--- src/rtl/qea_host_seq.sv ---
// qea_host_seq: autonomous host sequencer for the QEA core.
// On a go pulse it loads the context RAM and initialises the state RAM
// to |0...0>. It then starts the core and counts cycles until completion,
// and finally streams every state row out over a valid/ready interface.
module qea_host_seq #(
  parameter int PE_NUM_WIDTH            = 2,
  parameter int PE_NUM                  = 4,
  parameter int DATA_WIDTH              = 32,
  parameter int NUM_FRAC_BIT            = 30,
  parameter int STATE_DATA_WIDTH        = 2*DATA_WIDTH,
  parameter int STATE_ADDR_WIDTH        = 16,
  parameter int GATE_CONTEXT_DATA_WIDTH = 64,
  parameter int GATE_CONTEXT_ADDR_WIDTH = 16,
  parameter int MAX_QBIT_WIDTH          = 6,
  parameter int RD_LATENCY              = 1
) (
  input  logic                                 clk,
  input  logic                                 rst_n,
  input  logic                                 i_go,
  input  logic [MAX_QBIT_WIDTH-1:0]            i_qbit_num,
  input  logic [GATE_CONTEXT_ADDR_WIDTH:0]     i_ins_num,
  input  logic                                 i_ctx_valid,
  output logic                                 o_ctx_ready,
  input  logic [GATE_CONTEXT_DATA_WIDTH-1:0]   i_ctx_word,
  output logic                                 o_qea_ctx_en,
  output logic                                 o_qea_ctx_wea,
  output logic [GATE_CONTEXT_ADDR_WIDTH-1:0]   o_qea_ctx_addr,
  output logic [GATE_CONTEXT_DATA_WIDTH-1:0]   o_qea_ctx_data,
  output logic                                 o_qea_state_ena,
  output logic                                 o_qea_state_wea,
  output logic [STATE_ADDR_WIDTH-1:0]          o_qea_state_addra,
  output logic [PE_NUM*STATE_DATA_WIDTH-1:0]   o_qea_state_dina,
  output logic                                 o_qea_start,
  output logic [MAX_QBIT_WIDTH-1:0]            o_qea_qbit_num,
  input  logic                                 i_qea_complete,
  input  logic [PE_NUM*STATE_DATA_WIDTH-1:0]   i_qea_state_dout,
  output logic                                 o_st_valid,
  input  logic                                 i_st_ready,
  output logic [PE_NUM*STATE_DATA_WIDTH-1:0]   o_st_data,
  output logic [STATE_ADDR_WIDTH-1:0]          o_st_addr,
  output logic                                 o_busy,
  output logic                                 o_done,
  output logic                                 o_err,
  output logic [31:0]                          o_cycles
);

  localparam int ROW_W = PE_NUM*STATE_DATA_WIDTH;
  localparam int LAT_W = (RD_LATENCY < 2) ? 1 : $clog2(RD_LATENCY+1);
  localparam int CAW   = GATE_CONTEXT_ADDR_WIDTH;
  localparam int SAW   = STATE_ADDR_WIDTH;

  // Amplitude 1.0 in the real part of the top PE lane; everything else zero.
  localparam logic [DATA_WIDTH-1:0] ONE_Q    = DATA_WIDTH'(1) << NUM_FRAC_BIT;
  localparam logic [ROW_W-1:0]      ROW0_VAL = {ONE_Q, {(ROW_W-DATA_WIDTH){1'b0}}};

  typedef enum logic [3:0] {
    IDLE, LOAD_CTX, INIT_ST, START, WAIT_CPL, RD_ISSUE, RD_WAIT, RD_HOLD, DONE
  } state_t;

  state_t                 state_reg, state_next;
  logic [MAX_QBIT_WIDTH-1:0] qbit_reg, qbit_next;
  logic [CAW:0]           ins_last_reg, ins_last_next;
  logic [SAW-1:0]         rows_last_reg, rows_last_next;
  logic [CAW-1:0]         ctx_cnt_reg, ctx_cnt_next;
  logic [SAW-1:0]         row_reg, row_next;
  logic [LAT_W-1:0]       lat_reg, lat_next;
  logic [31:0]            cycles_reg, cycles_next;
  logic                   ctx_ready_reg, ctx_ready_next;
  logic                   ctx_en_reg, ctx_en_next;
  logic [CAW-1:0]         ctx_addr_reg, ctx_addr_next;
  logic [GATE_CONTEXT_DATA_WIDTH-1:0] ctx_data_reg, ctx_data_next;
  logic                   st_ena_reg, st_ena_next;
  logic                   st_wea_reg, st_wea_next;
  logic [SAW-1:0]         st_addr_reg, st_addr_next;
  logic [ROW_W-1:0]       st_dina_reg, st_dina_next;
  logic                   start_reg, start_next;
  logic                   res_valid_reg, res_valid_next;
  logic [ROW_W-1:0]       res_data_reg, res_data_next;
  logic [SAW-1:0]         res_addr_reg, res_addr_next;
  logic                   done_reg, done_next;
  logic                   err_reg, err_next;

  // Run-request validation and row count derived from the requested qubit count.
  logic [MAX_QBIT_WIDTH-1:0] row_shift;
  logic [SAW:0]              rows_full;
  logic                      go_ok;
  assign row_shift = i_qbit_num - MAX_QBIT_WIDTH'(PE_NUM_WIDTH);
  assign rows_full = (SAW+1)'(1) << row_shift;
  assign go_ok     = (i_qbit_num >= MAX_QBIT_WIDTH'(PE_NUM_WIDTH))
                  && (row_shift <= MAX_QBIT_WIDTH'(STATE_ADDR_WIDTH))
                  && (i_ins_num != '0);

  // State and registered-output update; reset clears everything so an aborted run emits nothing.
  always_ff @(posedge clk or negedge rst_n) begin
    if (!rst_n) begin
      state_reg     <= IDLE;
      qbit_reg      <= '0;
      ins_last_reg  <= '0;
      rows_last_reg <= '0;
      ctx_cnt_reg   <= '0;
      row_reg       <= '0;
      lat_reg       <= '0;
      cycles_reg    <= '0;
      ctx_ready_reg <= 1'b0;
      ctx_en_reg    <= 1'b0;
      ctx_addr_reg  <= '0;
      ctx_data_reg  <= '0;
      st_ena_reg    <= 1'b0;
      st_wea_reg    <= 1'b0;
      st_addr_reg   <= '0;
      st_dina_reg   <= '0;
      start_reg     <= 1'b0;
      res_valid_reg <= 1'b0;
      res_data_reg  <= '0;
      res_addr_reg  <= '0;
      done_reg      <= 1'b0;
      err_reg       <= 1'b0;
    end else begin
      state_reg     <= state_next;
      qbit_reg      <= qbit_next;
      ins_last_reg  <= ins_last_next;
      rows_last_reg <= rows_last_next;
      ctx_cnt_reg   <= ctx_cnt_next;
      row_reg       <= row_next;
      lat_reg       <= lat_next;
      cycles_reg    <= cycles_next;
      ctx_ready_reg <= ctx_ready_next;
      ctx_en_reg    <= ctx_en_next;
      ctx_addr_reg  <= ctx_addr_next;
      ctx_data_reg  <= ctx_data_next;
      st_ena_reg    <= st_ena_next;
      st_wea_reg    <= st_wea_next;
      st_addr_reg   <= st_addr_next;
      st_dina_reg   <= st_dina_next;
      start_reg     <= start_next;
      res_valid_reg <= res_valid_next;
      res_data_reg  <= res_data_next;
      res_addr_reg  <= res_addr_next;
      done_reg      <= done_next;
      err_reg       <= err_next;
    end
  end

  // Next-state logic and next values of every registered output (pulses default low).
  always_comb begin
    state_next     = state_reg;
    qbit_next      = qbit_reg;
    ins_last_next  = ins_last_reg;
    rows_last_next = rows_last_reg;
    ctx_cnt_next   = ctx_cnt_reg;
    row_next       = row_reg;
    lat_next       = lat_reg;
    cycles_next    = cycles_reg;
    ctx_ready_next = 1'b0;
    ctx_en_next    = 1'b0;
    ctx_addr_next  = ctx_addr_reg;
    ctx_data_next  = ctx_data_reg;
    st_ena_next    = 1'b0;
    st_wea_next    = 1'b0;
    st_addr_next   = st_addr_reg;
    st_dina_next   = st_dina_reg;
    start_next     = 1'b0;
    res_valid_next = 1'b0;
    res_data_next  = res_data_reg;
    res_addr_next  = res_addr_reg;
    done_next      = 1'b0;
    err_next       = 1'b0;

    case (state_reg)
      IDLE: begin
        if (i_go) begin
          if (go_ok) begin
            state_next     = LOAD_CTX;
            qbit_next      = i_qbit_num;
            ins_last_next  = i_ins_num - 1'b1;
            rows_last_next = SAW'(rows_full - 1'b1);
            ctx_cnt_next   = '0;
            cycles_next    = '0;
            ctx_ready_next = 1'b1;
          end else begin
            err_next = 1'b1;
          end
        end
      end
      LOAD_CTX: begin
        ctx_ready_next = 1'b1;
        if (i_ctx_valid && ctx_ready_reg) begin
          ctx_en_next   = 1'b1;
          ctx_addr_next = ctx_cnt_reg;
          ctx_data_next = i_ctx_word;
          ctx_cnt_next  = ctx_cnt_reg + 1'b1;
          if ({1'b0, ctx_cnt_reg} == ins_last_reg) begin
            ctx_ready_next = 1'b0;
            row_next       = '0;
            state_next     = INIT_ST;
          end
        end
      end
      INIT_ST: begin
        st_ena_next  = 1'b1;
        st_wea_next  = 1'b1;
        st_addr_next = row_reg;
        st_dina_next = (row_reg == '0) ? ROW0_VAL : '0;
        if (row_reg == rows_last_reg) begin
          state_next = START;
        end else begin
          row_next = row_reg + 1'b1;
        end
      end
      START: begin
        start_next = 1'b1;
        state_next = WAIT_CPL;
      end
      WAIT_CPL: begin
        if (i_qea_complete) begin
          row_next   = '0;
          state_next = RD_ISSUE;
        end else if (cycles_reg != '1) begin
          cycles_next = cycles_reg + 1'b1;
        end
      end
      RD_ISSUE: begin
        st_ena_next  = 1'b1;
        st_addr_next = row_reg;
        lat_next     = '0;
        state_next   = RD_WAIT;
      end
      RD_WAIT: begin
        // lat_reg counts cycles since the read enable became visible to the RAM.
        if (lat_reg == LAT_W'(RD_LATENCY)) begin
          res_data_next  = i_qea_state_dout;
          res_addr_next  = row_reg;
          res_valid_next = 1'b1;
          state_next     = RD_HOLD;
        end else begin
          lat_next = lat_reg + 1'b1;
        end
      end
      RD_HOLD: begin
        res_valid_next = 1'b1;
        if (i_st_ready) begin
          res_valid_next = 1'b0;
          if (row_reg == rows_last_reg) begin
            state_next = DONE;
          end else begin
            row_next   = row_reg + 1'b1;
            state_next = RD_ISSUE;
          end
        end
      end
      DONE: begin
        done_next  = 1'b1;
        state_next = IDLE;
      end
      default: state_next = IDLE;
    endcase
  end

  assign o_ctx_ready       = ctx_ready_reg;
  assign o_qea_ctx_en      = ctx_en_reg;
  assign o_qea_ctx_wea     = ctx_en_reg;
  assign o_qea_ctx_addr    = ctx_addr_reg;
  assign o_qea_ctx_data    = ctx_data_reg;
  assign o_qea_state_ena   = st_ena_reg;
  assign o_qea_state_wea   = st_wea_reg;
  assign o_qea_state_addra = st_addr_reg;
  assign o_qea_state_dina  = st_dina_reg;
  assign o_qea_start       = start_reg;
  assign o_qea_qbit_num    = qbit_reg;
  assign o_st_valid        = res_valid_reg;
  assign o_st_data         = res_data_reg;
  assign o_st_addr         = res_addr_reg;
  assign o_busy            = (state_reg != IDLE);
  assign o_done            = done_reg;
  assign o_err             = err_reg;
  assign o_cycles          = cycles_reg;

endmodule

--- config.mk ---
export PLATFORM = sky130hd
export DESIGN_NAME = qea_host_seq
export DESIGN_NICKNAME = d
export VERILOG_FILES = /design/src/rtl/qea_host_seq.sv
export SDC_FILE = /design/constraint.sdc
export NUM_CORES = 1
export LEC_CHECK = 0
export CAP_MARGIN = 20
export CORE_AREA = 2 2 395 397
export DETAILED_ROUTE_END_ITERATION = 16
export DIE_AREA = 0 0 397 399
export PLACE_DENSITY_LB_ADDON = 0.25
export SYNTH_ARGS = -nofsm -noshare
export SYNTH_HDL_FRONTEND = slang
export SYNTH_SLANG_ARGS = --single-unit
--- constraint.sdc ---
create_clock -name clk -period 5.9 [get_ports clk]
set_input_delay 1.475 -clock clk [delete_from_list [all_inputs] [get_ports clk]]
set_output_delay 1.475 -clock clk [all_outputs]
set_load 0.02 [all_outputs]
* After elaboration in Yosys (flattened, before gate mapping)
Index checks and enable logic that the tools add are counted.
Widths: inputs -> output; s select.
** Operators by class
- Add/sub/neg operators :: 7
- Order comparisons :: 2
- Equal/unequal tests :: 21
- Shift-type cells :: 1
- Mux-type cells :: 45
- Reduce and logical (&&, ||, !) cells :: 19
** Operators with widths (number)
- $mux 255 :: 1
- $mux 16 :: 8
- $mux 32 :: 4
- $pmux 16 s4 :: 1
- $pmux 32 s2 :: 1
- $mux 4 :: 9
- $add 16x1->16 const B :: 2
- $add 32x1->32 const B :: 1
- $ne 32x32->1 const B :: 1
- $pmux 16 s2 :: 1
- $pmux 4 s8 :: 1
- $ne 2x2->1 const B :: 10
- $eq 16x17->1 :: 1
- $reduce_bool 17->1 :: 1
- $sub 17x1->17 const B :: 1
- $eq 16x16->1 :: 1
- $eq 4x3->1 const B :: 4
- $logic_not 16->1 :: 1
- $mux 1 :: 16
- $shl 1x6->16 const A :: 1
- $sub 16x1->16 const B :: 1
- $reduce_and 5->1 :: 2
- $eq 4x2->1 const B :: 2
- $reduce_and 8->1 :: 1
- other kinds (15) :: 23
** Storage, ports and cells
- Register bits :: 740
- Bits of input ports :: 349
- Output and inout bits :: 672

* Longest topological paths before layout
Gate-level depths: netlist of the first run.
- Depth in word-level cells :: 7
- Depth in mapped cells :: 14
- Mapped depth without buffers :: 12

* Worst setup path before layout of the first run
OpenSTA, ideal clock, no wires.
- Kind :: in2reg
- Start :: in i_qbit_num[1]
- End :: reg rows_last_reg[14]
- Setup time :: 0.135 ns
- Arrival time :: 3.793 ns
- Path slack :: 1.972 ns
- Stages :: 14
- Path buffers :: 2
- Cells stage by stage :: buf_2 -> inv_1 -> ha_1 -> nor2_1 -> nand3_1 -> a21o_1 -> nor2_1 -> nand3_1 -> ha_1 -> clkbuf_1 -> nand2_1 -> mux2_2 -> a21oi_1 -> o21ai_0
** Between the ends
- Cells in the longest elaborated chain, start to end :: 5
- Elaborated cells between the ends (all ways) :: 8
- Those cells by class :: add/sub (2); order compare (2); shift (1); reduce/logical (3)
** Ends and longest elaborated chain
- start, declared :: line 20 : input logic [MAX_QBIT_WIDTH-1:0] i_qbit_num,
- branches (longest 5 deep; another with $sub 16x1->16)
- end signal, assigned :: line 122 : rows_last_reg <= rows_last_next;
- end, declared :: line 63 : logic [SAW-1:0] rows_last_reg, rows_last_next;
Several ways; the timed one is not identified.
A chain may end at the register's enable or synchronous reset.

* Worst setup path after layout of the first run
Ends and elaborated chain as after synthesis.

==> metrics.md, run 1 <==
| Metric | Value |
|---|---|
| Endpoint kind of the worst setup timing path | flop |
| Fill cell total of the finished layout | 16646 |
| Pin count of the biggest net entering global routing | 123 |
| Clock Path Buffers | 3 |
| Final hold violations | 0 |
| Peak-usage layer in the global routing report | met2 |
| Number of register bits inferred by synthesis | 485 |
| Number of DRC markers after the initial detailed-route iteration | 672 |
| Setup slack of the critical path after layout | 1650 ps |
| Post-detailed-route wirelength per cell | 19.8 um |
| Total design power | around 16 mW |
| Quantity of hold-fixing buffers added after cts | 0 |
| Status | complete, no violations |
| Met2 usage in global routing | 0.204 |
| Worst Setup EP | rows_last_reg[14]$_DFFE_PN0P_ |
| Internal power of the cells | 10.2 mW |
| Post-synthesis sequential area ratio | 0.541 |
| Maximum resistive drop on vdd | around 0.18 mV |
| Final net count | about 3100 |
| Source-to-sink clock delay at the later pin of the worst-skew pair | 660 ps |
| Seq pwr share | 0.324 |
| Vias per inst | approximately 3.4 |
| Setup bufs post-CTS | 0 |
| Half-perimeter wire length after placement | 74200 um |
| Final setup violation count | 0 |
| Num ports | 1021 |
| Least-Margin Pin Slew | 1090 ps |
| Post-Route Setup TNS | 0 ps |
| Starting Density | 0.146 |
| # resized after CTS | 0 |
| Fraction of synthesis flops using an asynchronous set or reset pin | 1.00 |
| Type of the worst setup path | primary input to flop |
| Proportion of power drawn by the clock network | 0.268 |
| Mean post-synth cell area | about 11 sq um |
| Final routed wirelength across all metal layers | 95800 um |
| Area of the die | 158000 sq um |
| Endpoint of the most critical register-to-register path | row_reg[2]$_DFFE_PN0P_ |
| Top flip-flop cell by instance count after synthesis | sky130_fd_sc_hd__dfrtp_1 |
| Detailed-router iteration count before antenna repair | 4 |
| End-of-flow core utilization | 0.219 |
| Instance count of the mapped netlist | 1991 |
| Switching power share of the total | 0.363 |
| Final critical-path required period | 4250 ps |
| Met3 GRT Util | 0.0448 |
| Mapped Area | 22400 sq um |
| Total global routing track utilization | 0.116 |
| Number of buffers inserted by port buffering | 765 |
| Worst setup startpoint | i_qbit_num[1] |
| Total via count after detailed routing | 16704 |
| Largest fanout of any net on the critical path | 12 |
| Largest clock skew in the final design | 27.6 ps |
| Total CTS buffers | 69 |
| DR DRC count | 0 |
| Clock tree from TritonCTS | done |
| Critical hold path startpoint | o_qea_ctx_data[16]$_DFFE_PN0P_ |
| Post-Place Worst Slack | 976 ps |
| RR Startpoint | row_reg[10]$_DFFE_PN0P_ |
| YS warnings | 0 |
| Number of synthesized flops with an enable pin | 0 |
| Synth-to-Final Area Change | 50.4% |
| CP max-delay cell | sky130_fd_sc_hd__clkdlybuf4s50_1 |
| Clk slew on worst S/H paths | 60 ps |
| Power density over the cells | 473 nW/um^2 |
| Path category of the worst min-delay check | flop to flop |
| Height of the die | 399 um |
| Final weighted congestion of routability-driven global placement | between 0.7 and 0.8 |
| Leakage power summed over all cells | 14.2 nW |
| Largest register FFs | 256 |
| Global-route wire length before repair | 130000 um |
| Placement Rows | 144 |
| Share of the cycle needed by the critical path after routing | 0.720 |
| Met1 track demand over resource in global routing | 0.130 |
| Required arrival time at the worst endpoint | 6410 ps |
| Netlist cell types | 67 |
| Logic gate share of total power | 0.408 |
| Switching power total | 5.79 mW |
| Count of pins over their slew limit | 0 |
| Area of the core | 154000 sq um |
| Headroom to the max-slew limit | 0.271 |
| Worst r2r path cells | 7 |
| CP startpoint kind | primary input |
| H-tree levels | 3 |
| List of cells traversed by the critical path | clkdlybuf4s50_1 -> inv_1 -> ha_1 -> nor2_1 -> nand3_1 -> a21o_1 -> nor2_1 -> nand3_1 -> ha_1 -> nand2_1 -> mux2_2 -> a21oi_1 -> o21ai_0 |
| Via count of the first global-routing pass | 16395 |
| Worst reg2reg setup slack | 2610 ps |
| Clk root buf | sky130_fd_sc_hd__clkbuf_16 |
| Floorplan die width | 397 um |
| Total grt overflow | 0 |
| Residual antenna-violating net count after detailed routing | 0 |
| Achievable clock frequency | 0.235 GHz |
| Largest stage delay, worst path | 730 ps |
| # Max-Cap Violations | 0 |
| TritonCTS Sinks | 485 |
| Arrival time of data at the critical path endpoint | approximately 4800 ps |
| Number of antenna violations at the first check in global routing | 31 |
| Setup repair after global routing missed its margin | false |
| Share of post-route cells with drive strength above 1 | 0.162 |
-- synth_stat cells, types with 5 or more instances --
master | instances | share of area
sky130_fd_sc_hd__a21oi_1 | 54 | 0.012
sky130_fd_sc_hd__a31oi_1 | 9 | 0.0025
sky130_fd_sc_hd__and3_1 | 12 | 0.0033
sky130_fd_sc_hd__buf_2 | 57 | 0.013
sky130_fd_sc_hd__buf_4 | 256 | 0.086
sky130_fd_sc_hd__buf_6 | 6 | 0.0030
sky130_fd_sc_hd__clkbuf_1 | 39 | 0.0065
sky130_fd_sc_hd__dfrtp_1 | 485 | 0.54
sky130_fd_sc_hd__ha_1 | 7 | 0.0039
sky130_fd_sc_hd__inv_1 | 23 | 0.0039
sky130_fd_sc_hd__mux2_2 | 286 | 0.14
sky130_fd_sc_hd__mux2i_1 | 8 | 0.0036
sky130_fd_sc_hd__nand2_1 | 329 | 0.055
sky130_fd_sc_hd__nand2b_1 | 13 | 0.0036
sky130_fd_sc_hd__nand3_1 | 32 | 0.0071
sky130_fd_sc_hd__nand4_1 | 22 | 0.0061
sky130_fd_sc_hd__nor2_1 | 78 | 0.013
sky130_fd_sc_hd__nor2b_1 | 6 | 0.0017
sky130_fd_sc_hd__nor3_1 | 15 | 0.0033
sky130_fd_sc_hd__nor4_1 | 11 | 0.0031
sky130_fd_sc_hd__o21ai_0 | 59 | 0.013
sky130_fd_sc_hd__o31ai_1 | 23 | 0.0077
sky130_fd_sc_hd__o31ai_2 | 5 | 0.0028
sky130_fd_sc_hd__or2_2 | 8 | 0.0022
sky130_fd_sc_hd__or3_1 | 11 | 0.0031
sky130_fd_sc_hd__or4_1 | 17 | 0.0057
sky130_fd_sc_hd__xnor2_1 | 48 | 0.019
sky130_fd_sc_hd__xor2_1 | 11 | 0.0043
-- layer usage --
metal | up-vias | share of wire
li1 | 7747 | -
met1 | 8196 | 0.38
met2 | 597 | 0.51
met3 | 142 | 0.083
met4 | 22 | 0.020
met5 | - | 0.0014
-- layout by cell type, fill, tap and decap left out, drive strengths merged, types with 12 or more instances in the layout --
master         count
clkdlybuf4s50    764
dfrtp            485
nand2            329
mux2             288
conb             255
clkbuf            98
nor2              79
o21ai             64
a21oi             56
xnor2             48
nand3             32
o31ai             29
inv               27
nand4             22
buf               22
or4               18
nor4              17
nor3              15
nand2b            13
and3              12
-- cells by family (layout without fill, tap and decap cells) --
| kind of cell | Yosys count | in the layout | synth area share |
|---|---|---|---|
| DFF | 485 | 485 | 0.541 |
| muxes | 296 | 296 | 0.149 |
| AOI/OAI and AO/OA | 178 | 178 | 0.0503 |
| other | 1 | 262 | 0.000167 |
| xor gates and xnor gates | 59 | 59 | 0.0230 |
| buffers and inverters | 382 | 929 | 0.112 |
| adders and majority gates | 7 | 7 | 0.00391 |
| and+or+nand+nor | 583 | 583 | 0.121 |
-- how the worst min path moves through the flow --
| stage | to | slack [ps] | cells past startpoint |
|---|---|---|---|
| 2_1_floorplan | rows_last_reg[11]$_DFFE_PN0P_ | 460 | 2 |
| 3_3_place_gp | o_qea_ctx_data[19]$_DFFE_PN0P_ | 460 | 2 |
| 3_5_place_dp | o_qea_ctx_data[16]$_DFFE_PN0P_ | 460 | 2 |
| 4_1_cts | o_qea_ctx_data[16]$_DFFE_PN0P_ | 480 | 2 |
| 5_1_grt | o_qea_ctx_data[17]$_DFFE_PN0P_ | 490 | 2 |
| 6_report | o_qea_ctx_data[16]$_DFFE_PN0P_ | 470 | 2 |
-- worst max-delay path, delay by kind of cell --
family / cells / cell delay (ps)
buffers and inverters: 2 / 930
and+or+nand+nor: 5 / 820
adders and majority gates: 2 / 650
AOI/OAI and AO/OA: 3 / 530
muxes: 1 / 360
-- metrics by stage --
step                hold slack, ps  std cells  area (sq um)
floorplan                      460       2245         23400
global placement               458       4716         31400
detailed placement             461       4716         31400
CTS                            476       4836         33700
global route                   486       4836         33700
finish                         471       4843         33700
-- power by group through the flow --
stage                     Combinational, mW  Sequential [mW]  Clock, mW
after floorplan                        2.25             6.32          0
after global placement                 6.63             5.19          0
after detailed placement               6.63             5.22          0
after CTS                              6.65             5.18       4.47
after global routing                   6.92             5.32       4.59
final                                  6.51             5.17       4.27
-- final cells by class --
cell class | count | area [sq um] | area share
Clock inverter | 22 | 300 | 0.00891
Antenna cell | 7 | 17.5 | 0.000519
Tap cell | 2044 | 2560 | 0.0758
Sequential cell | 485 | 12100 | 0.360
Multi-Input combinational cell | 1378 | 8740 | 0.259
Inverter | 23 | 86.3 | 0.00256
Timing Repair Buffer | 786 | 7880 | 0.234
Clock buffer | 98 | 2000 | 0.0592
Power figures use the tool's default switching activity.
==> inputs of run 2 (changes only) <==
--- a/config.mk
+++ b/config.mk
@@ -6,9 +6,9 @@
 export NUM_CORES = 1
 export LEC_CHECK = 0
 export CAP_MARGIN = 20
-export CORE_AREA = 2 2 395 397
+export CORE_AREA = 2 2 397 399
 export DETAILED_ROUTE_END_ITERATION = 16
-export DIE_AREA = 0 0 397 399
+export DIE_AREA = 0 0 399 401
 export PLACE_DENSITY_LB_ADDON = 0.25
 export SYNTH_ARGS = -nofsm -noshare
 export SYNTH_HDL_FRONTEND = slang
==> constraint.sdc (replaced) <==
create_clock -name clk -period 4.15 [get_ports clk]
set_input_delay 1.0375 -clock clk [delete_from_list [all_inputs] [get_ports clk]]
set_output_delay 1.0375 -clock clk [all_outputs]
set_load 0.02 [all_outputs]
==> metrics.md, run 2 (synthesis gave the netlist of run 1 again) <==
| Metric | Value |
|---|---|
| CP startpoint kind | flop |
| TritonCTS Sinks | 485 (unchanged) |
| Largest fanout of any net on the critical path | 13 (+1) |
| Final critical-path required period | around 3400 ps |
| Clk slew on worst S/H paths | 60 ps (about the same) |
| Type of the worst setup path | flop to output pin |
| Number of DRC markers after the initial detailed-route iteration | 644 (-4.2%) |
| Least-Margin Pin Slew | 764 ps (-330 ps) |
| Vias per inst | 3.43 (-0.58%) |
| Status | complete, no violations |
| Placement Rows | 145 (+0.69%) |
| Total grt overflow | 0 (unchanged) |
| Floorplan die width | 399 um (+0.50%) |
| Number of antenna violations at the first check in global routing | 16 (-48%) |
| Share of the cycle needed by the critical path after routing | 0.830 |
| Clock tree from TritonCTS | done |
| Final setup violation count | 0 (unchanged) |
| Half-perimeter wire length after placement | 72200 um (-2.8%) |
| End-of-flow core utilization | 0.218 (-0.00130) |
| Setup repair after global routing missed its margin | false |
| Count of pins over their slew limit | 0 (unchanged) |
| Pin count of the biggest net entering global routing | 73 (-41%) |
| Synth-to-Final Area Change | 51.4% |
| Area of the die | 160000 sq um (+1.0%) |
| Total CTS buffers | 68 (-1.4%) |
| Headroom to the max-slew limit | 0.489 (+0.218) |
| Largest register FFs | 256 (unchanged) |
| Total via count after detailed routing | 16755 (+0.31%) |
| Post-Route Setup TNS | 0 ps (unchanged) |
| Largest clock skew in the final design | 27.6 ps (-0.00980 ps) |
| Source-to-sink clock delay at the later pin of the worst-skew pair | 660 ps (about the same) |
| Total global routing track utilization | 0.112 (-0.00361) |
| Area occupied by multi-input gates | 8740 sq um (unchanged) |
| Arrival time of data at the critical path endpoint | 2410 ps (-2350 ps) |
| Fill cell total of the finished layout | 16909 (+1.6%) |
| Final net count | 3130 (+1.0%) |
| Required arrival time at the worst endpoint | 3110 ps (-3300 ps) |
| Maximum resistive drop on vdd | 0.322 mV (+79%) |
| Achievable clock frequency | 0.290 GHz |
| Residual antenna-violating net count after detailed routing | 0 (unchanged) |
| Via count of the first global-routing pass | 16625 (+1.4%) |
| Global-route wire length before repair | 129000 um (-0.73%) |
| Total area of sequential cells | 12100 sq um (unchanged) |
| Height of the die | 401 um (+0.50%) |
| Power density over the cells | 671 nW/um^2 (+42%) |
| Final routed wirelength across all metal layers | 92600 um (-3.3%) |
| Quantity of hold-fixing buffers added after cts | 0 (unchanged) |
| Starting Density | 0.144 (-0.00185) |
| Number of placed instances with taps included | 4762 (+0.98%) |
| Setup bufs post-CTS | 0 (unchanged) |
| Clock Path Buffers | 3 (unchanged) |
| Final hold violations | 0 (unchanged) |
| Count of placed standard cells in the final layout, fillers left out | 4886 (+0.89%) |
| Worst reg2reg setup slack | 1210 ps (-1400 ps) |
| Path category of the worst min-delay check | primary input to async pin |
| # resized after CTS | 0 (unchanged) |
| Number of buffers inserted by port buffering | 765 (unchanged) |
| DR DRC count | 0 (unchanged) |
| Final weighted congestion of routability-driven global placement | 0.751 (-2.2%) |
| Post-detailed-route wirelength per cell | 19.0 um (-4.2%) |
| Endpoint kind of the worst setup timing path | output pin |
| Detailed-router iteration count before antenna repair | 5 (+1) |
| Share of post-route cells with drive strength above 1 | 0.171 (+0.00944) |
| H-tree levels | 3 (unchanged) |
| Clk root buf | sky130_fd_sc_hd__clkbuf_16 |
| # Max-Cap Violations | 0 (unchanged) |
| Area of the core | 156000 sq um (+1.3%) |
| Leakage power summed over all cells | 14.3 nW (+1.1%) |
| Commonest cells after routing, fill and taps aside | 764 x sky130_fd_sc_hd__clkdlybuf4s50_1, 485 x sky130_fd_sc_hd__dfrtp_1, 329 x sky130_fd_sc_hd__nand2_1 |
| Commonest non-fill, non-tap cell in the layout | sky130_fd_sc_hd__clkdlybuf4s50_1 |
| Num ports | 1021 (unchanged) |
## run 2: cell types whose count changed in the layout (fill, tap and decap cells not counted), sizes merged
cell,previous run,this run
buf,22,54
clkinv,9,14
diode,7,3
clkinvlp,5,3
bufinv,4,3
inv,27,26
## run 2: critical path: stages (launching register included)
cell	delay, ps
sky130_fd_sc_hd__dfrtp_1	580
sky130_fd_sc_hd__nor4_4	330
sky130_fd_sc_hd__buf_4	190
sky130_fd_sc_hd__inv_1	90
sky130_fd_sc_hd__clkdlybuf4s50_1	580
## run 2: where the power goes
group	leakage, nW	internal (mW)	switching, mW
registers	6.13	6.35	0.933
logic	7.10	4.54	5.03
clock network	1.10	3.50	2.41
## run 2: cell type report
class                   count  share of cell area
diodes                      3            0.000221
flip-flops and latches    485               0.357
well taps                2058              0.0758
multi-input cells        1378               0.257
clock buffers              98              0.0579
clock inverters            23             0.00822
repair buffers            818               0.240
inverters                  23             0.00254
## run 2: final timing paths
path,start,end,depth (start not counted)
min reg2reg,o_qea_ctx_data[16]$_DFFE_PN0P_,o_qea_ctx_data[16]$_DFFE_PN0P_,2
max,state_reg[3]$_DFFE_PN0P_,o_busy,4
min,rst_n,o_st_data[158]$_DFFE_PN0P_,1
min in group clk,o_qea_ctx_data[16]$_DFFE_PN0P_,o_qea_ctx_data[16]$_DFFE_PN0P_,2
max in group asynchronous,rst_n,o_st_data[235]$_DFFE_PN0P_,2
max reg2reg,row_reg[10]$_DFFE_PN0P_,row_reg[2]$_DFFE_PN0P_,7
## run 2: per-stage QoR
step | hold slack [ps] | setup slack (ps) | instance area, sq um | power [mW]
CTS | 335 | 597 | 33900 | 23.3
global route | 374 | 558 | 33900 | 24.1
floorplan | 460 | 659 | 23400 | 12.2
detailed placement | 461 | 275 | 31700 | 17.2
finish | 386 | 706 | 34000 | 22.8
global placement | 457 | 278 | 31700 | 17.1
## run 2: metal layers
layer / share of wire / GRT usage / up-vias
li1: - / - / 7808
met3: 0.083 / 0.0419 / 114
met1: 0.40 / 0.132 / 8236
met4: 0.024 / 0.0301 / 12
met5: 0.0017 / 0.00363 / -
met2: 0.49 / 0.189 / 585
